[src/rtl/systolic_scheduler.sv]
// Operand-tile sequencer for an N x N systolic multiply array: skewed edge feeds, flush, serial drain.
// Optional cycle counter on perf_cycles is built only when SYSTOLIC_SCHED_PERF_EN is defined.
//
// state | meaning
// ------+----------------------------------------------------------
// IDLE  | operand buffers writable, waiting for start
// CLEAR | one cycle of arr_clear to zero all accumulators
// FEED  | K+N-1 cycles of diagonally skewed row/column operands
// FLUSH | N cycles of zero feeds while the last products settle
// DRAIN | serial read-back of N*N accumulators over valid/ready
module systolic_scheduler #(
   parameter int N = 4,
   parameter int K = 4,
   parameter int W = 8,
   localparam int IW  = $clog2((N > K) ? N : K),
   localparam int RIW = $clog2(N * N)
) (
   input  logic             clk_sys,
   input  logic             rst_b,
   input  logic             start,
   output logic             busy,
   output logic             done,
   input  logic             wr_en,
   input  logic             wr_sel,
   input  logic [IW-1:0]    wr_row,
   input  logic [IW-1:0]    wr_col,
   input  logic [W-1:0]     wr_data,
   output logic             arr_clear,
   output logic [N*W-1:0]   arr_a,
   output logic [N*W-1:0]   arr_b,
   input  logic [N*N*W-1:0] arr_c,
   output logic             res_valid,
   input  logic             res_ready,
   output logic [W-1:0]     res_data,
   output logic [RIW-1:0]   res_idx,
   output logic [15:0]      perf_cycles
);

   localparam int FEED_LAST = K + N - 2;
   localparam int NN        = N * N;
   localparam int CW        = $clog2(K + N);

   typedef enum logic [2:0] {IDLE, CLEAR, FEED, FLUSH, DRAIN} state_t;

   state_t           state, state_nxt;
   logic [CW-1:0]    cnt, cnt_nxt;
   logic [RIW-1:0]   res_idx_nxt;
   logic             res_valid_nxt, done_nxt, clear_nxt, busy_nxt, wr_ok;
   logic [N*W-1:0]   a_nxt, b_nxt;
   int               feed_t;

   logic [W-1:0]     a_buf [N][K];
   logic [W-1:0]     b_buf [K][N];

   always_comb begin
      state_nxt     = state;
      cnt_nxt       = cnt;
      res_idx_nxt   = res_idx;
      res_valid_nxt = res_valid;
      done_nxt      = 1'b0;
      clear_nxt     = 1'b0;
      wr_ok         = 1'b0;
      feed_t        = -1;
      case (state)
         IDLE: begin
            wr_ok = wr_en;
            if (start) begin
               state_nxt = CLEAR;
               clear_nxt = 1'b1;
            end
         end
         CLEAR: begin
            state_nxt = FEED;
            cnt_nxt   = CW'(FEED_LAST);
            feed_t    = 0;
         end
         FEED: begin
            // cnt is the remaining FEED time; registered feeds are one step ahead
            feed_t = FEED_LAST - int'(cnt) + 1;
            if (cnt == '0) begin
               state_nxt = FLUSH;
               cnt_nxt   = CW'(N - 1);
            end else begin
               cnt_nxt = cnt - 1'b1;
            end
         end
         FLUSH: begin
            if (cnt == '0) begin
               state_nxt     = DRAIN;
               res_valid_nxt = 1'b1;
               res_idx_nxt   = '0;
            end else begin
               cnt_nxt = cnt - 1'b1;
            end
         end
         DRAIN: begin
            if (res_ready) begin
               if (res_idx == RIW'(NN - 1)) begin
                  state_nxt     = IDLE;
                  res_valid_nxt = 1'b0;
                  res_idx_nxt   = '0;
                  done_nxt      = 1'b1;
               end else begin
                  res_idx_nxt = res_idx + 1'b1;
               end
            end
         end
         default: state_nxt = IDLE;
      endcase
      busy_nxt = (state_nxt != IDLE);
   end

   // Row i sees A[i][t-i], column j sees B[t-j][j]
   always_comb begin
      a_nxt = '0;
      b_nxt = '0;
      for (int i = 0; i < N; i++)
         for (int k = 0; k < K; k++) begin
            if (feed_t == i + k) a_nxt[i*W +: W] = a_buf[i][k];
            if (feed_t == i + k) b_nxt[i*W +: W] = b_buf[k][i];
         end
   end

   always_comb begin
      res_data = '0;
      for (int p = 0; p < NN; p++)
         if (res_idx == RIW'(p)) res_data = arr_c[p*W +: W];
   end

   always_ff @(posedge clk_sys or negedge rst_b) begin
      if (!rst_b) begin
         state     <= IDLE;
         cnt       <= '0;
         busy      <= 1'b0;
         done      <= 1'b0;
         arr_clear <= 1'b0;
         arr_a     <= '0;
         arr_b     <= '0;
         res_valid <= 1'b0;
         res_idx   <= '0;
      end else begin
         state     <= state_nxt;
         cnt       <= cnt_nxt;
         busy      <= busy_nxt;
         done      <= done_nxt;
         arr_clear <= clear_nxt;
         arr_a     <= a_nxt;
         arr_b     <= b_nxt;
         res_valid <= res_valid_nxt;
         res_idx   <= res_idx_nxt;
      end
   end

   // Out-of-range indices match no entry and are dropped
   always_ff @(posedge clk_sys or negedge rst_b) begin
      if (!rst_b) begin
         for (int i = 0; i < N; i++)
            for (int k = 0; k < K; k++) begin
               a_buf[i][k] <= '0;
               b_buf[k][i] <= '0;
            end
      end else if (wr_ok) begin
         for (int i = 0; i < N; i++)
            for (int k = 0; k < K; k++) begin
               if (!wr_sel && wr_row == IW'(i) && wr_col == IW'(k)) a_buf[i][k] <= wr_data;
               if (wr_sel && wr_row == IW'(k) && wr_col == IW'(i)) b_buf[k][i] <= wr_data;
            end
      end
   end

`ifdef SYSTOLIC_SCHED_PERF_EN
   always_ff @(posedge clk_sys or negedge rst_b) begin
      if (!rst_b)
         perf_cycles <= '0;
      else if (state == IDLE && start)
         perf_cycles <= '0;
      else if (state != IDLE && perf_cycles != 16'hFFFF)
         perf_cycles <= perf_cycles + 1'b1;
   end
`else
   assign perf_cycles = '0;
`endif

endmodule

[config.mk]
export PLATFORM = sky130hd
export DESIGN_NAME = systolic_scheduler
export DESIGN_NICKNAME = d
export VERILOG_FILES = /design/src/rtl/systolic_scheduler.sv
export SDC_FILE = /design/constraint.sdc
export NUM_CORES = 1
export LEC_CHECK = 0
export BUFFER_PORTS_ARGS = -buffer_cell sky130_fd_sc_hd__buf_2
export CELL_PAD_IN_SITES_DETAIL_PLACEMENT = 1
export CELL_PAD_IN_SITES_GLOBAL_PLACEMENT = 1
export CORE_MARGIN = 2
export CORE_UTILIZATION = 40
export CTS_CLUSTER_DIAMETER = 200
export DETAILED_ROUTE_END_ITERATION = 16
export PLACE_DENSITY = 0.78
export SYNTH_ARGS = -nofsm -noshare
export SYNTH_HDL_FRONTEND = slang
export SYNTH_SLANG_ARGS = --single-unit
[constraint.sdc]
create_clock -name clk_sys -period 5.9 [get_ports clk_sys]
set_input_delay 0.59 -clock clk_sys [delete_from_list [all_inputs] [get_ports clk_sys]]
set_output_delay 0.59 -clock clk_sys [all_outputs]
set_load 0.01 [all_outputs]
==> impl_results.md <==
* Outcome: completed
* Most common cell after layout, fill and taps aside: dfrtp_1
* Setup repair bufs after CTS at 0
* DRT Wirelength at 47.9 mm
* CTS tree: done
* Antenna-violating nets left at 0
* P_leak at 8.99 nW
* IO Pins at 242
* RSZ-0062 raised after global routing: false
* CP cell instances: inv_1 > ha_1 > inv_1 > nor2_1 > a221oi_1 > a2111oi_0 > a211o_1 > buf_2
* H-tree depth at 2
* Wire length of the first global-routing pass at 74.5 mm
* Seq/Total Area, Yosys at 53.7%
* Critical path buffer and inverter count at 3
* Startpoint types: flip-flop
* Total die area at 0.0405 mm²
* Layout Utilization at 47.1%
* Setup TNS at 0 ps
* Core Box Area at 0.0386 mm²
* Worst setup EP type: output port
* Number of enable flip-flop cells after synthesis at 0
* Worst hold margin at 134 ps
* Async set-or-reset flop fraction in the synthesized netlist at 100%
* Yosys warning count at 0
* Starting density of the core at 40.4%
* Worst-path clk slew at 60 ps
* Avg WL per Cell at 23.3 µm
* Skew-Pair Late Insertion Delay at 520 ps
* Die Ht at 201 µm
* P per Cell Area at 434 mW/mm²
* Post-CTS Resized at 0
* Number of port buffers at 225
* Slowest stage cell, crit path: ha_1
* FILL cells at 4,189
* Maxcap violations at 0
* CTS hold repair buffers at 0
* Detail Placement HPWL at 32.2 mm
* DRT Pass-1 Iters at 5
* Placed cell count at 2,000
* CP Max Fanout at 25
* Fin crit period at 4390 ps
* Initial antenna violation count at 2
* Share of cells above drive strength 1 at 37.7%
* Final nets at 1,671
* Total GRT Usage at 23.5%
* Fin. max-slew vios at 0
* Type of the tightest min-delay check: in2async
* VDD IR max at 0.292 mV
* Syn Area/Cell at 11.6 µm²
* Via density at 5.57
* # clock sinks at 334
* Crit path max-delay family: compound AO/OA/AOI/OAI gates
* Placer Congestion at 0.861
* Root buf cell: clkbuf_16
* Reg2Reg Setup Slack at 2370 ps
* CTS Buf Count at 34
* Fin. Hold Viols at 0
* Worst endpoint required time at 5310 ps
* Final setup viols at 0
* Worst EP arrival at 3800 ps
* Slew @ Worst Pin at 1070 ps
* Post-Syn Instances at 1,340
* Synth cell types at 65
* Slew headroom at 28.7%
* Clk buf depth at 3
* Area delta synth->final at 16.8%
* Worst Skew at 15.6 ps
* FF+latch count, synth at 334
* Number of global-route vias before repair at 12,500
* Post-Layout Cell Count at 2,061
* Overflow after GRT at 0
* Post-Syn Area at 0.0156 mm²
* Std cell rows at 72
* DIE WIDTH at 201 µm
* Initial DRC Count at 452
* Cell repeated most along the worst path: inv_1
* Most frequent cells in the layout: dfrtp_1, mux2_2, buf_2
* Delay of the slowest critical-path stage at 740 ps
* Dominant register cell in the synthesized netlist: dfrtp_1
* Crit share post-route at 74.4%
* Fmax at 228 MHz
* Crit Path Category: reg2out
* DR DRC count at 0
* Pin count of the biggest net entering global routing at 111
* Vias at 11,500
## logic make-up after synthesis
group / after synthesis / share of synthesized area, %
buffers and inverters: 148 / 4.12
AND/OR/NAND/NOR: 288 / 9.85
adder cells (fa/ha/maj): 7 / 0.563
multiplexers: 273 / 19.6
other: 1 / 0.0241
flip-flops: 334 / 53.7
AO/OA/AOI/OAI: 286 / 12.0
XOR/XNOR: 3 / 0.169
## path summary, 6_finish.rpt
path | depth (start not counted) | startpoint | end
min | 1 | rst_b | arr_a[24]$_DFF_PN0_
max reg2reg | 9 | cnt[0]$_DFFE_PN0P_ | arr_a[12]$_DFF_PN0_
min reg2reg | 1 | a_buf[19]$_DFFE_PN0P_ | a_buf[19]$_DFFE_PN0P_
min in group clk_sys | 3 | res_ready | done$_DFF_PN0_
max | 8 | res_idx[1]$_DFFE_PN0P_ | res_data[6]
max in group asynchronous | 2 | rst_b | a_buf[113]$_DFFE_PN0P_
## worst register-to-register path, cell delays in order (launching register included)
cell	delay (ps)
dfrtp_1	570
inv_1	190
ha_1	320
buf_4	460
nor2b_1	210
xnor2_1	180
a21o_1	630
buf_4	490
a31oi_1	190
a21oi_1	200
## registers in the layout, indices dropped and copies added (netlist names)
register,count
a_buf,128
b_buf,128
arr_a,32
arr_b,32
res_idx,4
cnt,3
state,3
arr_clear,1
busy,1
done,1
res_valid,1
## where the power goes
group	internal [mW]	switching, mW	total (mW)
registers	2.75	0.309	3.06
clock network	1.28	0.887	2.16
logic	0.995	1.67	2.67
total	5.02	2.87	7.89
## through the flow
stage	setup slack, ps	cell area, µm²	total power, mW
6_report	1510	18200	7.89
3_3_place_gp	2010	17100	5.69
5_1_grt	1220	18200	8.30
4_1_cts	1420	18200	7.97
3_5_place_dp	1980	17100	5.77
2_1_floorplan	3250	15600	4.73
## layer usage
layer / up-vias / share of wire [%] / global-route usage [%]
met5: - / 0.048 / 0
met4: 4 / 2.5 / 6.85
met3: 64 / 4.3 / 3.53
met2: 316 / 51 / 42.0
met1: 5935 / 42 / 29.5
li1: 5157 / - / -
## cells in the mapped netlist (6+ instances only)
cell | n | area, µm²
nor2b_1 | 6 | 37.5
a31oi_1 | 39 | 244
buf_4 | 17 | 128
o22ai_1 | 22 | 138
a22oi_1 | 29 | 218
a21oi_1 | 104 | 521
mux2_2 | 252 | 2840
nand2b_1 | 7 | 43.8
mux2i_1 | 17 | 170
nand2_1 | 77 | 289
nor2_1 | 89 | 334
ha_1 | 7 | 87.6
nand3b_1 | 12 | 90.1
clkbuf_1 | 72 | 270
o21ai_0 | 19 | 95.1
o2bb2ai_1 | 12 | 105
inv_1 | 32 | 120
o2111ai_1 | 9 | 78.8
buf_2 | 17 | 85.1
dfrtp_1 | 334 | 8360
a221oi_1 | 16 | 140
nor3b_1 | 6 | 45.0
buf_1 | 8 | 30.0
nand3_1 | 46 | 230
## area by class of cell
cell class | count | area, µm² | share of cell area (%)
Sequential cell | 334 | 8360 | 46.0
Multi-Input combinational cell | 873 | 6650 | 36.6
Timing Repair Buffer | 241 | 1270 | 6.98
Clock buffer | 53 | 1060 | 5.81
Tap cell | 518 | 648 | 3.57
Inverter | 34 | 128 | 0.702
Clock inverter | 7 | 66.3 | 0.365
Antenna cell | 1 | 2.50 | 0.0138
No activity file was read; power rests on OpenSTA's default activity.
